===== src/rtl/frame_line_capture_pkg.sv =====
// Shared video definitions for the line capture block: frame geometry,
// capture FSM state encoding and the per-pixel threshold test.
package frame_line_capture_pkg;

    localparam int X_SIZE         = 1280;  // pixels per line
    localparam int Y_SIZE         = 720;   // lines per frame
    localparam int WORDS_PER_LINE = 960;   // 3 words carry 4 pixels

    localparam logic [9:0] LAST_WORD_IDX = 10'(WORDS_PER_LINE - 1);

    typedef enum logic [1:0] {
        ST_WAIT_SOF = 2'd0,
        ST_CAPTURE  = 2'd1,
        ST_WRITE    = 2'd2
    } cap_state_e;

    // A pixel is active when its zero-extended channel sum reaches the
    // threshold; 3*255 fits in 10 bits so the sum cannot overflow.
    function automatic logic pixel_active(input logic [7:0] r,
                                          input logic [7:0] g,
                                          input logic [7:0] b,
                                          input logic [9:0] thr);
        logic [9:0] sum;
        sum = {2'b00, r} + {2'b00, g} + {2'b00, b};
        return (sum >= thr);
    endfunction

endpackage


===== src/rtl/frame_line_capture_pixel_unpacker.sv =====
// Realigns 24-bit pixels out of 32-bit little-endian stream words.
// Three consecutive words (phase 0,1,2) carry four pixels; bytes that
// straddle a word boundary are held in a small residual register.
//   phase 0: pixel from bytes 0..2, keep byte 3 (next b)
//   phase 1: pixel from residual b + bytes 0..1, keep bytes 2..3 (next b,g)
//   phase 2: pixel from residual b,g + byte 0, pixel from bytes 1..3
// pix_bits[0] is the only pixel when pix_two=0; when pix_two=1,
// pix_bits[1] is the earlier pixel and pix_bits[0] the later one.
module frame_line_capture_pixel_unpacker
    import frame_line_capture_pkg::*;
(
    input  logic        clk,
    input  logic        rst_n,
    input  logic        word_en,
    input  logic [1:0]  phase,
    input  logic [31:0] word,
    input  logic [9:0]  threshold,
    output logic        pix_two,
    output logic [1:0]  pix_bits
);

    logic [7:0] byte0;
    logic [7:0] byte1;
    logic [7:0] byte2;
    logic [7:0] byte3;
    logic [7:0] res_b;
    logic [7:0] res_g;

    assign byte0 = word[7:0];
    assign byte1 = word[15:8];
    assign byte2 = word[23:16];
    assign byte3 = word[31:24];

    // Threshold the pixel(s) that complete in the current word.
    always_comb begin
        pix_two  = 1'b0;
        pix_bits = 2'b00;
        case (phase)
            2'd0: pix_bits[0] = pixel_active(byte2, byte1, byte0, threshold);
            2'd1: pix_bits[0] = pixel_active(byte1, byte0, res_b, threshold);
            default: begin
                pix_two     = 1'b1;
                pix_bits[1] = pixel_active(byte0, res_g, res_b, threshold);
                pix_bits[0] = pixel_active(byte3, byte2, byte1, threshold);
            end
        endcase
    end

    // Hold the bytes of a pixel that continues into the next word.
    always_ff @(posedge clk or negedge rst_n) begin
        if (!rst_n) begin
            res_b <= '0;
            res_g <= '0;
        end else if (word_en) begin
            case (phase)
                2'd0: res_b <= byte3;
                2'd1: begin
                    res_b <= byte2;
                    res_g <= byte3;
                end
                default: ;
            endcase
        end
    end

endmodule


===== src/rtl/frame_line_capture.sv =====
// Captures a video stream into 1-bit-per-pixel rows and writes each
// completed row to a BRAM port. Pixel 0 of a row lands in the MSB.
//
// Stream handshake: a word transfers on a rising edge where both
// in_stream_tvalid and in_stream_tready are high; tvalid low stalls every
// counter, and tready is low only in the single WRITE cycle per row and
// while reset is asserted.
module frame_line_capture
    import frame_line_capture_pkg::*;
#(
    parameter int unsigned Y_LINES = Y_SIZE
) (
    input  logic              in_stream_aclk,
    input  logic              periph_resetn,
    input  logic [31:0]       in_stream_tdata,
    input  logic [3:0]        in_stream_tkeep,
    input  logic              in_stream_tvalid,
    output logic              in_stream_tready,
    input  logic              in_stream_tlast,
    input  logic              in_stream_tuser,
    input  logic [9:0]        active_threshold,
    output logic [9:0]        line_wr_addr,
    output logic [X_SIZE-1:0] line_wr_data,
    output logic              line_wr_en,
    output logic              frame_done,
    output logic              sync_err,
    output logic [15:0]       frame_count,
    output logic [1:0]        state_dbg
);

    localparam logic [9:0] LAST_ROW = 10'(Y_LINES - 1);

    cap_state_e state;
    logic [9:0] word_cnt;
    logic [1:0] phase;
    logic [9:0] row;

    logic       accept;
    logic       take_word;
    logic       restart;
    logic [9:0] word_idx;
    logic [1:0] unpack_phase;
    logic [9:0] row_idx;
    logic       line_bad;
    logic       pix_two;
    logic [1:0] pix_bits;
    logic       unused_tkeep;

    // Byte enables carry no information for this stream.
    assign unused_tkeep = ^in_stream_tkeep;

    assign in_stream_tready = periph_resetn && (state != ST_WRITE);
    assign state_dbg        = state;

    // A word is consumed when it belongs to a line: any word in CAPTURE,
    // or the start-of-frame word while waiting for one.
    assign accept    = in_stream_tvalid && in_stream_tready;
    assign take_word = accept && ((state == ST_CAPTURE) ||
                                  ((state == ST_WAIT_SOF) && in_stream_tuser));
    // Every tuser word becomes word 0 of row 0 of a fresh frame.
    assign restart      = accept && in_stream_tuser;
    assign word_idx     = restart ? 10'd0 : word_cnt;
    assign unpack_phase = restart ? 2'd0  : phase;
    assign row_idx      = restart ? 10'd0 : row;
    // tlast must coincide exactly with the last word index of the line.
    assign line_bad     = in_stream_tlast != (word_idx == LAST_WORD_IDX);

    frame_line_capture_pixel_unpacker pixel_unpacker (
        .clk       (in_stream_aclk),
        .rst_n     (periph_resetn),
        .word_en   (take_word),
        .phase     (unpack_phase),
        .word      (in_stream_tdata),
        .threshold (active_threshold),
        .pix_two   (pix_two),
        .pix_bits  (pix_bits)
    );

    // Shift thresholded pixels in at the LSB; after 1280 pixels the first
    // pixel of the line has reached the MSB. A full line replaces all bits,
    // so abandoned partial lines never leak into a written row.
    always_ff @(posedge in_stream_aclk or negedge periph_resetn) begin
        if (!periph_resetn) begin
            line_wr_data <= '0;
        end else if (take_word) begin
            if (pix_two) begin
                line_wr_data <= {line_wr_data[X_SIZE-3:0], pix_bits};
            end else begin
                line_wr_data <= {line_wr_data[X_SIZE-2:0], pix_bits[0]};
            end
        end
    end

    // Capture FSM: frame sync, word/phase/row counters and row write strobe.
    always_ff @(posedge in_stream_aclk or negedge periph_resetn) begin
        if (!periph_resetn) begin
            state        <= ST_WAIT_SOF;
            word_cnt     <= '0;
            phase        <= '0;
            row          <= '0;
            line_wr_addr <= '0;
            line_wr_en   <= 1'b0;
            frame_done   <= 1'b0;
            sync_err     <= 1'b0;
            frame_count  <= '0;
        end else begin
            line_wr_en <= 1'b0;
            frame_done <= 1'b0;
            case (state)
                ST_WAIT_SOF, ST_CAPTURE: begin
                    if (take_word) begin
                        if ((state == ST_CAPTURE) && in_stream_tuser) begin
                            sync_err <= 1'b1;
                        end
                        if (line_bad) begin
                            sync_err <= 1'b1;
                            state    <= ST_WAIT_SOF;
                            word_cnt <= '0;
                            phase    <= '0;
                            row      <= '0;
                        end else if (in_stream_tlast) begin
                            state        <= ST_WRITE;
                            line_wr_en   <= 1'b1;
                            line_wr_addr <= row_idx;
                            row          <= row_idx;
                            word_cnt     <= '0;
                            phase        <= '0;
                        end else begin
                            state    <= ST_CAPTURE;
                            word_cnt <= word_idx + 10'd1;
                            phase    <= (unpack_phase == 2'd2) ? 2'd0 : unpack_phase + 2'd1;
                            row      <= row_idx;
                        end
                    end
                end
                ST_WRITE: begin
                    if (row == LAST_ROW) begin
                        frame_done  <= 1'b1;
                        frame_count <= frame_count + 16'd1;
                        row         <= '0;
                        state       <= ST_WAIT_SOF;
                    end else begin
                        row   <= row + 10'd1;
                        state <= ST_CAPTURE;
                    end
                end
                default: state <= ST_WAIT_SOF;
            endcase
        end
    end

endmodule

===== config.mk =====
export PLATFORM = sky130hd
export DESIGN_NAME = frame_line_capture
export DESIGN_NICKNAME = d
export VERILOG_FILES = /design/src/rtl/frame_line_capture_pkg.sv /design/src/rtl/frame_line_capture_pixel_unpacker.sv /design/src/rtl/frame_line_capture.sv
export SDC_FILE = /design/constraint.sdc
export NUM_CORES = 2
export LEC_CHECK = 0
export ABC_CLOCK_PERIOD_IN_PS = 4500
export CORE_AREA = 2 2 527 529
export CTS_CLUSTER_DIAMETER = 150
export DETAILED_ROUTE_END_ITERATION = 6
export DIE_AREA = 0 0 529 531
export PLACE_DENSITY = 0.44
export SKIP_CTS_REPAIR_TIMING = 1
export SLEW_MARGIN = 10
export SYNTH_ARGS = -nofsm -noshare
export SYNTH_HDL_FRONTEND = slang
export SYNTH_SLANG_ARGS = --single-unit

===== constraint.sdc =====
create_clock -name in_stream_aclk -period 4.5 [get_ports in_stream_aclk]
set_input_delay 0.675 -clock in_stream_aclk [delete_from_list [all_inputs] [get_ports in_stream_aclk]]
set_output_delay 0.675 -clock in_stream_aclk [all_outputs]
set_load 0.01 [all_outputs]

==> summary.md <==
| Metric | Value |
|---|---|
| Status | `finished clean` |
| RR Endpoint | `line_wr_data[1]$_DFFE_PN0P_` |
| Die height | `531 um` |
| Synthesized area | `about 64000 sq um` |
| DRT Wirelength | `approximately 270000 um` |
| Vias per inst | `~4.7` |
| Final Hold Fails | `0` |
| Syn_nets | `7885` |
| Tmin final | `approximately 4 ns` |
| Slew HR | `between 30% and 40%` |
| Initial antenna violation count | `6` |
| Final worst slack | `0.433 ns` |
| Min-Delay Path Class | `input pin to async pin` |
| Flop2flop setup slack | `~0.6 ns` |
| Clock buffer depth | `4` |
| Worst skew pair latency | `~0.9 ns` |
| CP startpoint kind | `input pin` |
| Mapped Cells | `7715` |
| Synth area leader | `dfrtp_1` |
| First drt pass iteration count | `6` |
| Hpwl dp | `~200000 um` |
| Crit-path max FO | `3` |
| Hold slack | `between 0.3 and 0.4 ns` |
| Final #Nets | `between 9000 and 10000` |
| CP Data Arrival Time | `~4.8 ns` |
| Layout area overhead | `36.0%` |
| Row count | `193` |
| Ports | `about 1400` |
| DRC | `0` |
| Gp weighted congestion | `~0.85` |
| # setup viols final | `0` |
| Setup TNS | `0 ns` |
| Number of clock sinks | `roughly 1300` |
| Worst path required time | `approximately 5.2 ns` |
| Avg Inst Size Synth | `about 8.3 sq um` |
| Fin area | `about 87000 sq um` |
| Gr ovfl total | `0` |
| GRT Util Overall | `18.5%` |
| Top-count cell post-synth | `nand2_1` |
| Ys Warns | `0` |
| Achievable frequency | `between 200 and 250 MHz` |
| Core Area | `around 280000 sq um` |
| Max incr delay on CP | `slightly above 0.5 ns` |
| Layout cells sized above 1 | `about 5.0%` |
| Reg-to-Reg Start | `pixel_unpacker.res_g[0]$_DFFE_PN0P_` |
| Crit path kind | `input pin to register` |
| Vias in the first global route | `between 50000 and 60000` |
| CP endpoint kind | `register` |
| Die area | `281000 sq um` |
| Post-synthesis sequential area ratio | `53.0%` |
| Final core occ | `31.4%` |
| Worst path slowest cell | `clkdlybuf4s50_1` |
| Die W | `between 500 and 600 um` |
| Post-synth EDFFs | `0` |
| CTS tree | `done` |
| Fin crit share | `90.4%` |
| Cell area power density | `around 700 nW/um^2` |
| Cell chain of the critical path | `clkdlybuf4s50_1 > buf_4 > ha_1 > inv_1 > fa_1 > nor2b_1 > o21ai_0 > a21oi_1 > nor2_1 > xnor2_1 > ha_1 > a21o_1 > a21o_1 > o211ai_1 > a21oi_1 > ha_1 > a211oi_1 > buf_4 > o311ai_0 > a21oi_1 > a31oi_1` |
| CTS buffer count | `approximately 170` |
| Dominant synthesized flop cell | `dfrtp_1` |
| Fillers | `approximately 29000` |
| Placed inst area | `roughly 81000 sq um` |
| #FFs+latches synth | `about 1300` |
| Wire length per cell | `between 20 and 25 um` |
| Clk_skew | `roughly 0.066 ns` |
| First-pass GRT wire length | `slightly below 400000 um` |
| Max rail drop VDD | `0.000346 V` |
| RSZ-0062 raised after global routing | `no` |
| Commonest cells in the netlist | `2606 x nand2_1, 1355 x nor2_1, 1349 x dfrtp_1, 1285 x a31oi_1, 307 x buf_2` |
| Pin count of the biggest net entering global routing | `220` |
| Leak Pwr | `~37 nW` |
| Slew of the pin with the lowest slew margin | `slightly above 1 ns` |
| Top cell type's share of synthesized area | `between 50 and 60%` |
| Ranking of synthesized cells by area | `dfrtp_1 53%, nand2_1 15%, a31oi_1 13%, nor2_1 8.0%, buf_2 2.4%` |
| Dpl ws | `-0.345 ns` |
| Root Driver | `clkbuf_16` |
| Initial core utilization | `a little under a quarter` |
| Synth cell types | `61` |
| Reg clk slew, reported paths | `approximately 0.050 ns` |
| H-tree depth | `4` |
| Vias post-DR | `between 50000 and 60000` |
| Final Slew Violations | `0` |
| Antenna-violating nets left | `0` |
| MaxCap Viol Count | `0` |
| Port Buffers | `around 1400` |
| Reg2reg path depth | `17` |
| Async SR Flop Fraction | `100%` |
| Initial drt markers | `4961` |
[registers in the layout, summed over array words and instances, names as in the netlist]
signal	flops
line_wr_data	1280
frame_count	16
line_wr_addr	10
row	10
word_cnt	10
pixel_unpacker.res_b	8
pixel_unpacker.res_g	8
phase	2
state_dbg	2
frame_done	1
line_wr_en	1
sync_err	1
[how the worst max path moves through the flow]
| stage | start | endpoint | slack [ns] | cells past startpoint |
|---|---|---|---|---|
| after floorplan | in_stream_tdata[0] | line_wr_data[1]$_DFFE_PN0P_ | 0.50 | 16 |
| after global placement | in_stream_tdata[0] | line_wr_data[1]$_DFFE_PN0P_ | -0.36 | 18 |
| after detailed placement | in_stream_tdata[0] | line_wr_data[0]$_DFFE_PN0P_ | -0.35 | 21 |
| after CTS | in_stream_tdata[0] | line_wr_data[0]$_DFFE_PN0P_ | 0.53 | 21 |
| after global routing | pixel_unpacker.res_g[0]$_DFFE_PN0P_ | line_wr_data[1]$_DFFE_PN0P_ | 0.18 | 18 |
| final | in_stream_tdata[0] | line_wr_data[0]$_DFFE_PN0P_ | 0.43 | 21 |
[per-layer routing]
| metal | wire (um) | up-vias | track usage [%] |
|---|---|---|---|
| met5 | 39 | - | 0 |
| met4 | 14200 | 6 | 8.55 |
| met3 | 24500 | 424 | 6.51 |
| met2 | 125000 | 1797 | 29.6 |
| met1 | 107000 | 28800 | 22.1 |
| li1 | - | 28200 | - |
[worst max-delay path: cells and delay by family]
family                   cells  cell delay (ns)
AO/OA/AOI/OAI               10             1.57
XOR/XNOR                     1             0.27
adder cells (fa/ha/maj)      4             1.18
buffers and inverters        4             0.86
AND/OR/NAND/NOR              2             0.20
[where the power goes]
group | switching (W) | leakage, nW | internal [W] | total [W]
Sequential | 0.00603 | 13.9 | 0.0166 | 0.0226
Combinational | 0.0123 | 20.8 | 0.0118 | 0.0241
Clock | 0.00578 | 2.77 | 0.00832 | 0.0141
Total | 0.0241 | 37.4 | 0.0367 | 0.0608
[through the flow]
step           power [W]  instances
2_1_floorplan     0.0310       7715
3_3_place_gp      0.0468      12300
3_5_place_dp      0.0471      12300
4_1_cts           0.0616      12600
5_1_grt           0.0647      12600
6_report          0.0608      12600
[cell usage in the layout (no fill, tap or decap), types with 12 or more instances in the layout]
cell type        count
nand2_1           2606
clkdlybuf4s50_1   1357
nor2_1            1355
dfrtp_1           1349
a31oi_1           1285
clkbuf_16          177
buf_4              125
ha_1               111
o21ai_0             63
inv_1               56
xnor2_1             52
clkbuf_1            47
clkbuf_8            42
buf_12              39
a21oi_1             33
nor2b_1             19
nor3_1              19
a21o_1              17
nand3_1             13
xor2_1              13
clkinv_2            13
o41ai_1             12
nand4_1             12
[cell type report]
cell class	instances	area [sq um]	share of cell area [%]
Antenna cell	2	5.00	0.00578
Clock buffer	266	5180	5.99
Clock inverter	35	475	0.549
Inverter	56	210	0.243
Multi-Input combinational cell	5732	27100	31.3
Sequential cell	1349	33800	39.0
Tap cell	3607	4510	5.21
Timing Repair Buffer	1523	15300	17.7
[logic make-up after synthesis]
logic type / Yosys count / synth area share [%]
fa+ha+maj: 119 / 2.43
xor+xnor: 65 / 0.894
flops: 1349 / 53.0
compound gates: 1468 / 14.5
buf+inv: 634 / 4.45
mux: 18 / 0.299
simple gates: 4062 / 24.4
Note: power is estimated with default switching activity, not from simulation.
